===== config.mk =====
export PLATFORM = sky130hd
export DESIGN_NAME = fetch_pc_unit
export DESIGN_NICKNAME = d
export VERILOG_FILES = /design/src/rtl/fetch_pkg.sv /design/src/rtl/fetch_hold_buf.sv /design/src/rtl/fetch_pc_unit.sv
export SDC_FILE = /design/constraint.sdc
export NUM_CORES = 1
export LEC_CHECK = 0
export CELL_PAD_IN_SITES_DETAIL_PLACEMENT = 0
export CELL_PAD_IN_SITES_GLOBAL_PLACEMENT = 1
export CORE_MARGIN = 8
export CORE_UTILIZATION = 30
export CTS_CLUSTER_DIAMETER = 100
export CTS_CLUSTER_SIZE = 24
export DETAILED_ROUTE_END_ITERATION = 16
export PLACE_DENSITY_LB_ADDON = 0.1
export SLEW_MARGIN = 0
export SYNTH_ARGS = -nofsm -noshare
export SYNTH_HDL_FRONTEND = slang
export SYNTH_HIERARCHICAL = 1
export SYNTH_SLANG_ARGS = --single-unit

===== constraint.sdc =====
create_clock -name clk -period 3.56 [get_ports clk]
set_input_delay 0.712 -clock clk [delete_from_list [all_inputs] [get_ports clk]]
set_output_delay 0.712 -clock clk [all_outputs]
set_load 0.01 [all_outputs]

===== src/rtl/fetch_pkg.sv =====
`default_nettype none
// ============================================================================
//  Module   : fetch_pkg
//  Brief    : Shared types and constants for the WISC fetch stage.
//  Revision : 1.0  initial release
// ============================================================================
package fetch_pkg;

  // Default PC / address / instruction width of the WISC pipeline
  localparam int PC_W_DEFAULT = 16;

  // Instruction word decode sees when IF/ID holds no real instruction
  localparam logic [15:0] WISC_NOP = 16'h0800;

  // Fetch controller states
  typedef enum logic [1:0] {
    S_FETCH  = 2'd0,  // request in flight at pc
    S_HOLD   = 2'd1,  // word parked in hold buffer while decode stalls
    S_DRAIN  = 2'd2,  // stale request outstanding after a redirect
    S_HALTED = 2'd3   // fetch stopped by HALT
  } fetch_state_e;

endpackage
`default_nettype wire


===== src/rtl/fetch_hold_buf.sv =====
`default_nettype none
// ============================================================================
//  Module   : fetch_hold_buf
//  Brief    : One-entry skid register {instr, pc2, full} that parks a fetched
//             word while decode is stalled. clear wins over load, load wins
//             over unload.
//  Revision : 1.0  initial release
// ============================================================================
module fetch_hold_buf #(
  parameter int PC_W = 16
) (
  input  logic            clk,
  input  logic            rst,
  input  logic            load,
  input  logic            unload,
  input  logic            clear,
  input  logic [PC_W-1:0] instr_in,
  input  logic [PC_W-1:0] pc2_in,
  output logic [PC_W-1:0] instr,
  output logic [PC_W-1:0] pc2,
  output logic            full
);

  // Capture a word on load, release it on unload, drop it on clear
  always_ff @(posedge clk) begin
    if (rst) begin
      full  <= 1'b0;
      instr <= '0;
      pc2   <= '0;
    end else if (clear) begin
      full  <= 1'b0;
    end else if (load) begin
      full  <= 1'b1;
      instr <= instr_in;
      pc2   <= pc2_in;
    end else if (unload) begin
      full  <= 1'b0;
    end
  end

endmodule
`default_nettype wire


===== src/rtl/fetch_pc_unit.sv =====
`default_nettype none
// ============================================================================
//  Module   : fetch_pc_unit
//  Brief    : Fetch-stage PC register and IF/ID producer for the 16-bit WISC
//             pipeline. Issues requests to a variable-latency instruction
//             memory, parks a word in a one-entry hold buffer on decode
//             stalls, drains stale responses after redirects and stops on
//             HALT.
//  Options  : FETCH_PERF_CNT_EN adds saturating fetch_cnt / stall_cnt outputs.
//  Revision : 1.0  initial release
// ============================================================================
module fetch_pc_unit
  import fetch_pkg::*;
#(
  parameter int              PC_W      = PC_W_DEFAULT,
  parameter logic [PC_W-1:0] RESET_PC  = '0,
  parameter logic [PC_W-1:0] NOP_INSTR = PC_W'(WISC_NOP)
) (
  input  logic            clk,
  input  logic            rst,
  input  logic [PC_W-1:0] pc_ex,
  input  logic            redirect,
  input  logic            stall,
  input  logic            halt_fetch,
  output logic            imem_req,
  output logic [PC_W-1:0] imem_addr,
  input  logic [PC_W-1:0] imem_rdata,
  input  logic            imem_done,
  output logic [PC_W-1:0] if_instr,
  output logic [PC_W-1:0] if_pc2,
  output logic            if_valid,
  output logic            fetch_halted,
`ifdef FETCH_PERF_CNT_EN
  output logic [15:0]     fetch_cnt,
  output logic [15:0]     stall_cnt,
`endif
  output logic            misalign_err
);

  fetch_state_e    state;
  logic [PC_W-1:0] pc;
  logic [PC_W-1:0] drain_addr;   // address of the request being drained
  logic [PC_W-1:0] pc_plus2;
  logic            halt_pend;    // HALT seen while a request was in flight

  logic            deliver;      // memory word goes straight into IF/ID
  logic            hb_load;
  logic            hb_unload;
  logic            hb_clear;
  logic            hb_full;
  logic [PC_W-1:0] hb_instr;
  logic [PC_W-1:0] hb_pc2;

  // Wraps modulo 2^PC_W by construction
  assign pc_plus2  = pc + PC_W'(2);

  // A request stays asserted in S_DRAIN so the stale one completes cleanly
  assign imem_req  = (state == S_FETCH) || (state == S_DRAIN);
  assign imem_addr = (state == S_DRAIN) ? drain_addr : pc;

  // Route the completing word to IF/ID or the hold buffer; redirect flushes
  always_comb begin
    deliver   = 1'b0;
    hb_load   = 1'b0;
    hb_unload = 1'b0;
    hb_clear  = redirect;
    if (!redirect) begin
      if ((state == S_FETCH) && imem_done) begin
        deliver = !stall;
        hb_load = stall;
      end
      if (((state == S_HOLD) || (state == S_HALTED)) && hb_full && !stall) begin
        hb_unload = 1'b1;
      end
    end
  end

  fetch_hold_buf #(
    .PC_W (PC_W)
  ) u_hold_buf (
    .clk      (clk),
    .rst      (rst),
    .load     (hb_load),
    .unload   (hb_unload),
    .clear    (hb_clear),
    .instr_in (imem_rdata),
    .pc2_in   (pc_plus2),
    .instr    (hb_instr),
    .pc2      (hb_pc2),
    .full     (hb_full)
  );

  // Fetch controller: PC, state, HALT tracking and misalignment flag
  always_ff @(posedge clk) begin
    if (rst) begin
      state        <= S_FETCH;
      pc           <= RESET_PC;
      drain_addr   <= RESET_PC;
      halt_pend    <= 1'b0;
      fetch_halted <= 1'b0;
      misalign_err <= 1'b0;
    end else if (redirect) begin
      // Redirect beats stall and HALT; an unfinished request must be drained
      pc           <= {pc_ex[PC_W-1:1], 1'b0};
      halt_pend    <= 1'b0;
      fetch_halted <= 1'b0;
      if (pc_ex[0]) begin
        misalign_err <= 1'b1;
      end
      state <= S_FETCH;
      if (!imem_done) begin
        if (state == S_FETCH) begin
          state      <= S_DRAIN;
          drain_addr <= pc;
        end else if (state == S_DRAIN) begin
          state <= S_DRAIN;
        end
      end
    end else begin
      case (state)
        S_FETCH: begin
          if (imem_done) begin
            pc <= pc_plus2;
            if (halt_pend || halt_fetch) begin
              state        <= S_HALTED;
              fetch_halted <= 1'b1;
              halt_pend    <= 1'b0;
            end else if (stall) begin
              state <= S_HOLD;
            end
          end else if (halt_fetch) begin
            halt_pend <= 1'b1;
          end
        end
        S_HOLD: begin
          if (halt_fetch) begin
            state        <= S_HALTED;
            fetch_halted <= 1'b1;
          end else if (!stall) begin
            state <= S_FETCH;
          end
        end
        S_DRAIN: begin
          // Keep the memory handshake intact: halt only once the stale
          // response has been consumed
          if (imem_done) begin
            if (halt_pend || halt_fetch) begin
              state        <= S_HALTED;
              fetch_halted <= 1'b1;
              halt_pend    <= 1'b0;
            end else begin
              state <= S_FETCH;
            end
          end else if (halt_fetch) begin
            halt_pend <= 1'b1;
          end
        end
        S_HALTED: begin
          state <= S_HALTED;
        end
        default: begin
          state <= S_FETCH;
        end
      endcase
    end
  end

  // IF/ID register: new word, parked word, bubble, or hold under stall
  always_ff @(posedge clk) begin
    if (rst) begin
      if_valid <= 1'b0;
      if_instr <= NOP_INSTR;
      if_pc2   <= '0;
    end else if (redirect) begin
      if_valid <= 1'b0;
      if_instr <= NOP_INSTR;
    end else if (deliver) begin
      if_valid <= 1'b1;
      if_instr <= imem_rdata;
      if_pc2   <= pc_plus2;
    end else if (hb_unload) begin
      if_valid <= 1'b1;
      if_instr <= hb_instr;
      if_pc2   <= hb_pc2;
    end else if (!stall) begin
      if_valid <= 1'b0;
      if_instr <= NOP_INSTR;
    end
  end

`ifdef FETCH_PERF_CNT_EN
  // Saturating counters of valid IF/ID writes and lost fetch cycles
  always_ff @(posedge clk) begin
    if (rst) begin
      fetch_cnt <= '0;
      stall_cnt <= '0;
    end else begin
      if ((deliver || hb_unload) && (fetch_cnt != 16'hFFFF)) begin
        fetch_cnt <= fetch_cnt + 16'd1;
      end
      if ((stall || (imem_req && !imem_done)) && (stall_cnt != 16'hFFFF)) begin
        stall_cnt <= stall_cnt + 16'd1;
      end
    end
  end
`endif

endmodule
`default_nettype wire


* Word-level counts from Yosys, hierarchy flattened
Cells that the tools add are included.
Word-level totals: input bits 38, bits in latches 0, memory bits (read-only) 0, output and inout port bits 52, logic and storage cells 91, RAM bits 0, memories kept 0, register bits 103
Operators by class: $mul 0, $lt $le $gt $ge 0, shift-type cells 0, bitwise operators 2, multiplexer cells 38, eq/ne operators 12, reduce and logical (&&, ||, !) cells 25, div/mod/pow operators 0, $add $sub $neg 1
Operator list (number):
- $mux W16 | 9
- $mux W2 | 11
- $add A16 B2 Y16 const B | 1
- $mux W1 | 16
- $reduce_bool A2 Y1 | 6
- $reduce_and A2 Y1 | 5
- $pmux W2 S4 | 1
- $reduce_and A4 Y1 | 2
- $ne A2 B1 Y1 const B | 3
- $ne A3 B3 Y1 const B | 2
- $reduce_and A3 Y1 | 2
- $eq A2 B2 Y1 const B | 2
- $ne A4 B3 Y1 const B | 1
- $ne A4 B4 Y1 const B | 1
- $reduce_or A2 Y1 | 2
- $logic_and A1 B1 Y1 | 3
- $logic_or A1 B1 Y1 | 3
- $ne A3 B1 Y1 const B | 1
- $eq A2 B1 Y1 const B | 1
- $logic_not A2 Y1 | 1
- $ne A2 B2 Y1 const B | 1
- $not A1 Y1 | 2
- $pmux W1 S2 | 1
- $logic_not A1 Y1 | 1

* Depth between registers and ports, before layout
Gate-level depths: netlist of the first run.
depth in word-level cells 8, gate-level depth with buffers 8, depth with buffers taken out 6

* Cells and area by module
The synthesis of the first run kept the hierarchy.
Modules (own cells, without submodules):
- fetch_pc_unit | instances 1, cells an instance 413, area each 3450.8 um2
- fetch_hold_buf | instances 1, cells an instance 149, area each 1500.2 um2

* Worst setup path before layout of the first run
OpenSTA, ideal clock, no wires.
path kind input to register, from input port stall, to register u_hold_buf.pc2[13], arrival time 2.362 ns, cell stages on the path 8, data required time 3.442 ns, path slack 1.080 ns, library setup time 0.118 ns, path buffers 4, path through clkbuf_1 clkbuf_1 inv_1 clkbuf_1 nor3_1 nor2b_4 buf_4 o21ai_1
Between the ends: longest elaborated chain between the ends 3
RTL lines:
- from (decl) | RTL line fetch_pc_unit.sv:23 | input logic stall,
- $mux W1 | RTL line fetch_pc_unit.sv:68 | if ((state == S_FETCH) && imem_done) begin
- $mux W1 | RTL line fetch_pc_unit.sv:67 | if (!redirect) begin
- net hb_load | RTL line fetch_pc_unit.sv:47 | logic hb_load;
- $reduce_and A2 Y1 (no source line)
- to (signal assigned) | RTL line fetch_hold_buf.sv:35 | pc2 <= pc2_in;
- to (decl) | RTL line fetch_hold_buf.sv:20 | output logic [PC_W-1:0] pc2,
The timed path passes the listed nets, and every way through them passes these cells. A chain may end at the register's enable or synchronous reset.

* Worst setup path in the final report of the first run
from register state[1], to output port imem_addr[10]
Between the ends: longest elaborated chain between the ends 2
RTL lines:
- from (decl) | RTL line fetch_pc_unit.sv:40 | fetch_state_e state;
- from (signal assigned) | RTL line fetch_pc_unit.sv:96 | state <= S_FETCH;
- from (signal assigned) | RTL line fetch_pc_unit.sv:110 | state <= S_FETCH;
- from (signal assigned) | RTL line fetch_pc_unit.sv:113 | state <= S_DRAIN;
- $eq A2 B2 Y1 | RTL line fetch_pc_unit.sv:59 | assign imem_addr = (state == S_DRAIN) ? drain_addr : pc;
- $mux W16 | RTL line fetch_pc_unit.sv:59
- to (decl) | RTL line fetch_pc_unit.sv:26 | output logic [PC_W-1:0] imem_addr,
Every way passes these cells.

==> results of run 1 <==
-- sequential cells by signal, indices dropped and copies added (netlist names), 2 cells and up --
register / flops
u_hold_buf/instr: 16
pc: 15
drain_addr: 15
if_pc2: 16
u_hold_buf/pc2: 16
if_instr: 16
state: 2
-- cell families after synthesis --
| logic type | synth area share [%] |
|---|---|
| AND/OR/NAND/NOR | 28.1 |
| AO/OA/AOI/OAI | 17.4 |
| flip-flops | 40.8 |
| buffers and inverters | 6.12 |
| XOR/XNOR | 3.89 |
| multiplexers | 3.36 |
| adder cells (fa/ha/maj) | 0.253 |
| other | 0.0757 |
-- metrics by stage --
step	area [µm²]	cells	power, W	setup WS (ns)	hold slack, ns
6_report	6210	842	0.00252	0.599	0.452
5_1_grt	6210	842	0.00263	0.430	0.471
4_1_cts	6210	842	0.00256	0.582	0.456
3_5_place_dp	5940	827	0.00160	0.651	0.447
3_3_place_gp	5940	827	0.00160	0.684	0.438
2_1_floorplan	4950	563	0.00144	1.08	0.433
-- worst max-delay path by stage --
stage	to	cells past startpoint
after floorplan	u_hold_buf/pc2[13]	8
after global placement	u_hold_buf/pc2[15]	6
after detailed placement	u_hold_buf/pc2[15]	6
after CTS	imem_addr[7]	5
after global routing	imem_addr[7]	5
final	imem_addr[10]	5
-- routing by layer --
metal / GRT usage (%) / routed length, µm / up-vias
li1: - / - / 2138
met2: 24.0 / 7010 / 101
met5: 0 / 0 / -
met4: 5.20 / 237 / 0
met1: 18.9 / 6900 / 2081
met3: 3.86 / 936 / 13
-- layout make-up --
class                           count  area, µm²
Clock inverter                      1       5.00
Timing Repair Buffer              100        973
Inverter                            8       30.0
Tap cell                          220        275
Fill cell                        1725      10100
Sequential cell                   101       2020
Multi-Input combinational cell    398       2640
Clock buffer                       14        274
-- power groups by stage --
stage | combinational [W] | clock (W) | sequential, W
after global routing | 0.000388 | 0.00103 | 0.00122
after CTS | 0.000359 | 0.000981 | 0.00122
final | 0.000354 | 0.000951 | 0.00121
after global placement | 0.000355 | 0 | 0.00124
after floorplan | 0.000218 | 0 | 0.00122
after detailed placement | 0.000357 | 0 | 0.00124
-- worst max-delay path: stages, from the launching register on --
cell and delay (ns):
dfxtp_1 0.48, inv_1 0.16, nor2_1 0.13, buf_4 0.26
mux2_2 0.37, clkdlybuf4s50_1 0.49
-- cell usage after synthesis, types with 10 or more instances --
library cell	count	area share, %
nand4bb_1	34	7.7
a221oi_1	12	2.1
o21ai_0	10	1.0
dfxtp_1	101	41
nand2b_1	32	4.0
clkbuf_1	29	2.2
nor2_1	41	3.1
a21oi_1	28	2.8
mux2_2	13	3.0
nand2_1	60	4.5
xnor2_1	13	2.3
o21ai_1	32	3.2
nor3_1	18	1.8
buf_2	19	1.9
-- cells in the final DEF, fill, tap and decap left out, drive strengths merged, types with 3 or more instances in the layout --
master         count
a22o               3
xnor2             13
o21a               4
nand2             60
nand3              8
a222oi             5
a211oi             8
o21ai             42
a311oi             5
a21oi             28
nand4bb           34
clkbuf            14
nand4              6
and3               3
inv                8
buf               14
a31oi              4
clkdlybuf4s50     86
mux2              13
nor4               9
a22oi              5
a221oi            12
nor2b              3
nor3              21
nor2              42
xor2               9
nand2b            32
dfxtp            101
==> run_results.csv, run 1 <==
group,metric,value,unit
setup_path,cp_max_fo,17,
clock_tree,postCtsSetupBuffers,0,
power_and_ir_drop,power_frac_seq,48.2,%
power_and_ir_drop,clkPwrFrac,37.7,%
sta,finalCritPeriodShare,83.2,%
min_path,hold_path.class,"register to register",
clock_tree,cts_resized,0,
sta,rsz0062_at_grt,"false",
clock_tree,clock-root-buffer,"clkbuf_16",
place,dpl.hpwl,10.1,mm
flow_run,drv_cap,0,
clock_tree,htreeDepth,3,
global_route,overflow,0,
place,io_buffers,88,
power_and_ir_drop,p_sw_share,25.8,%
route,first_pass_iters,4,
finish,postLayoutCoreUtil,38.0,%
sta,max_slew_margin,34.0,%
sta,setup-violations-final,0,
power_and_ir_drop,p_comb_share,14.1,%
clock_tree,cts.sinks,101,
global_route,grt_pass1_wl,24.2,mm
place,globalplace.congestion,0.781,
power_and_ir_drop,internal-power,0.00187,W
synthesis,synth-seq-cells,101,
synthesis,synth_cell_types,60,
floorplanning,ios,90,
route,viasPerCell,5.15,
clock_tree,insertion_delay,0.35,ns
route,drc,0,
setup_path,worstSetupPathType,"register to primary output",
setup_path,crit_start,"state[1]",
setup_path,reg2reg_depth,5,
floorplanning,initial_core_util,30.3,%
clock_tree,clkTransAtPathRegs,0.07,ns
synthesis,synth_warnings,6,
sta,fin_crit,2.96,ns
sta,setup-tns-final,0,ns
global_route,grt_pass1_vias,4487,
route,wl,15.1,mm
min_path,min_from,"drain_addr[8]",
sta,hold_violations,0,
route,ant_nets,0,
sta,slew_viol_final,0,
setup_path,ff2ff_setup_slack,1.22,ns
clock_tree,holdBufCountCts,0,
clock_tree,cts-buffers-inserted,9,
synthesis,async_reset_ff_share,0,%
min_path,hold_end,"drain_addr[8]",
status,status,"finished, final reports clean",
global_route,antenna_found_initial,0,
finish,layout-drive-gt1-share,9.00,%
synthesis,syn_inst,562,
finish,nets,657,
setup_path,crit_arrival,2.25,ns
min_path,whs_path_depth,2,
synthesis,ys.flop_type,"dfxtp_1",
synthesis,seq_area_frac_synth,40.8,%
clock_tree,clk_path_buf_depth,2,
floorplanning,die-height,144,µm
sta,tightest_slew,0.990,ns
route,drt_iter0_drc,250,
sta,max_freq,338,MHz
sta,clock-skew-final,0.00749,ns
setup_path,worst_setup_path_start_kind,"register",
setup_path,r2r-start,"pc[2]",
finish,area_growth,25.5,%
floorplanning,die-area,20900,µm²
power_and_ir_drop,power.leakage,2.11,nW
power_and_ir_drop,p_sw,0.000651,W
global_route,grt_max_degree,110,
power_and_ir_drop,peakVddDrop,0.000250,V
power_and_ir_drop,powerDensity,406,nW/µm²
floorplanning,core,16300,µm²
route,vias,4333,
floorplanning,placementRows,47,
finish,antenna_cells_inserted,0,
synthesis,syn_avg_cell_area,8.81,µm²
route,wl_per_cell,17.9,µm
global_route,track_usage,14.9,%
floorplanning,die_w,144,µm
clock_tree,cts_tree,"yes",
setup_path,endpoint_kind,"primary output",
setup_path,cp.required,2.85,ns
synthesis,synth_edf_count,0,
synthesis,syn_area,4950,µm²
setup_path,r2r_end,"if_pc2[13]",
Power figures use the tool's default switching activity.
==> inputs of run 2 (changes only) <==
==> constraint.sdc (replaced) <==
create_clock -name clk -period 2.7 [get_ports clk]
set_input_delay 0.54 -clock clk [delete_from_list [all_inputs] [get_ports clk]]
set_output_delay 0.54 -clock clk [all_outputs]
set_load 0.01 [all_outputs]
==> run 2 against run 1 <==
  * Register-to-register slack got worse by 0.49 ns
  * Core utilization grew 0.90 points
  * Cell count is 1.8% higher
  * Worst hold slack improved by 0.0017 ns
  * Clock power increased by 29%
  * Sequential power up 31%
  * Global-route usage is essentially flat
  * First-iteration DRC count decreased by 4.4%
  * Total power rose by 32%
  * Sequential cell count stayed put
  * Worst setup slack lost 0.43 ns
  * Clock skew down 0.0015 ns
  * Critical endpoint is now imem_addr[13]
  * Highest routed layer unchanged
==> run_results.csv, run 2 (synthesized netlist as in run 1, its figures left out) <==
group,metric,value,unit
place,dpl_cell_area,6090,µm²
sta,tightest_slew,0.613,ns
power_and_ir_drop,internal-power,0.00242,W
setup_path,cp_max_fo,17,
finish,layout_common_cells,"101 x dfxtp_1, 86 x clkdlybuf4s50_1, 60 x nand2_1",
setup_path,cp_top_family,"buffers and inverters",
global_route,overflow,0,
route,first_pass_iters,4,
place,dpl.hpwl,10.5,mm
sta,finalCritPeriodShare,93.8,%
place,globalplace.congestion,0.768,
route,vias,4329,
setup_path,path_buf_inv,3,
finish,nets,671,
finish,area_growth,28.5,%
power_and_ir_drop,clkPwrFrac,37.0,%
finish,layout-drive-gt1-share,11.1,%
clock_tree,htreeDepth,3,
route,drt_iter0_drc,239,
floorplanning,placementRows,47,
sta,setup-tns-final,0,ns
floorplanning,ios,90,
power_and_ir_drop,peakVddDrop,0.000346,V
global_route,grt_pass1_vias,4321,
floorplanning,core,16300,µm²
setup_path,ff2ff_setup_slack,0.73,ns
power_and_ir_drop,p_sw_share,27.3,%
clock_tree,clk_path_buf_depth,2,
setup_path,cp.required,2.16,ns
setup_path,worstSetupPathType,"register to primary output",
sta,rsz0062_at_grt,"false",
clock_tree,clock-root-buffer,"clkbuf_16",
global_route,track_usage,15.0,%
min_path,hold_path.class,"register to register",
clock_tree,insertion_delay,0.35,ns
sta,slew_viol_final,0,
global_route,antenna_found_initial,0,
sta,fin_crit,2.53,ns
sta,hold_violations,0,
sta,max_freq,395,MHz
status,status,"finished, final reports clean",
setup_path,slowest_delay,0.49,ns
clock_tree,clkTransAtPathRegs,0.07,ns
finish,layout_commonest_cell,"dfxtp_1",
clock_tree,cts.sinks,101,
route,viasPerCell,5.05,
sta,setup-violations-final,0,
place,io_buffers,88,
power_and_ir_drop,power_frac_seq,48.0,%
clock_tree,cts_tree,"yes",
route,wl,15.4,mm
clock_tree,holdBufCountCts,0,
setup_path,worstPathCellList,"inv_1 -> nor2_1 -> buf_12 -> mux2_2 -> clkdlybuf4s50_1",
floorplanning,die-height,144,µm
floorplanning,initial_core_util,30.3,%
setup_path,crit_arrival,1.99,ns
route,wl_per_cell,18.0,µm
route,drc,0,
setup_path,cp_slowest_cell,"clkdlybuf4s50_1",
floorplanning,die-area,20900,µm²
finish,fin_area,6360,µm²
floorplanning,die_w,144,µm
sta,clock-skew-final,0.00597,ns
power_and_ir_drop,p_comb_share,15.0,%
clock_tree,postCtsSetupBuffers,0,
power_and_ir_drop,p_sw,0.000906,W
sta,max_slew_margin,59.1,%
setup_path,endpoint_kind,"primary output",
power_and_ir_drop,power.leakage,2.18,nW
clock_tree,cts_resized,0,
global_route,grt_max_degree,110,
flow_run,drv_cap,0,
power_and_ir_drop,powerDensity,522,nW/µm²
route,ant_nets,0,
finish,antenna_cells_inserted,0,
clock_tree,cts-buffers-inserted,9,
global_route,grt_pass1_wl,24.3,mm
setup_path,worst_setup_path_start_kind,"register",
sta,whs,0.454,ns
-- run 2: cell types whose count changed in the layout (fill, tap and decap cells not counted) --
| cell | delta |
|---|---|
| clkbuf_8 | -3 |
| buf_4 | +10 |
| clkinv_4 | +2 |
| buf_12 | +4 |
| clkinvlp_4 | +2 |
-- run 2: cell type report --
type                       instances  area (µm²)
tap                              220         275
fill                            1737        9990
clock inverter                     5        37.5
inverter                           8        30.0
multi-input combinational        398        2640
timing repair buffer             114        1130
sequential                       101        2020
clock buffer                      11         233
-- run 2: layer usage --
| layer | part of all wire, % | track usage, % | routed length (µm) | vias to the layer above |
|---|---|---|---|---|
| li1 | - | - | - | 2156 |
| met4 | 0.90 | 3.12 | 139 | 0 |
| met5 | 0 | 0 | 0 | - |
| met1 | 46 | 19.5 | 7070 | 2074 |
| met2 | 47 | 24.0 | 7290 | 90 |
| met3 | 5.8 | 4.49 | 888 | 9 |
-- run 2: final timing paths --
check	from	end	cells past startpoint
worst min-delay path	drain_addr[10]	drain_addr[10]	2
worst max register to register	pc[2]	pc[13]	6
worst min register to register	drain_addr[10]	drain_addr[10]	2
worst max-delay path	state[1]	imem_addr[13]	5
-- run 2: worst min-delay path, cell delays in order, from the launching register on --
cell	delay [ns]
dfxtp_1	0.31
nand2_1	0.05
a21oi_1	0.05
-- run 2: power by group through the flow --
stage	sequential, W	combinational, W	clock (W)
floorplan	0.00160	0.000288	0
global placement	0.00163	0.000503	0
global route	0.00160	0.000543	0.00136
finish	0.00159	0.000498	0.00123
CTS	0.00159	0.000506	0.00128
detailed placement	0.00163	0.000502	0
-- run 2: stage by stage --
| stage | worst slack [ns] | utilization, % | instances | power (W) |
|---|---|---|---|---|
| floorplan | 0.392 | - | 563 | 0.00189 |
| global placement | 0.187 | 37.3 | 841 | 0.00213 |
| detailed placement | 0.159 | 37.3 | 841 | 0.00213 |
| CTS | 0.134 | 38.9 | 857 | 0.00338 |
| global route | 0.0262 | 38.9 | 857 | 0.00350 |
| finish | 0.168 | 38.9 | 857 | 0.00332 |
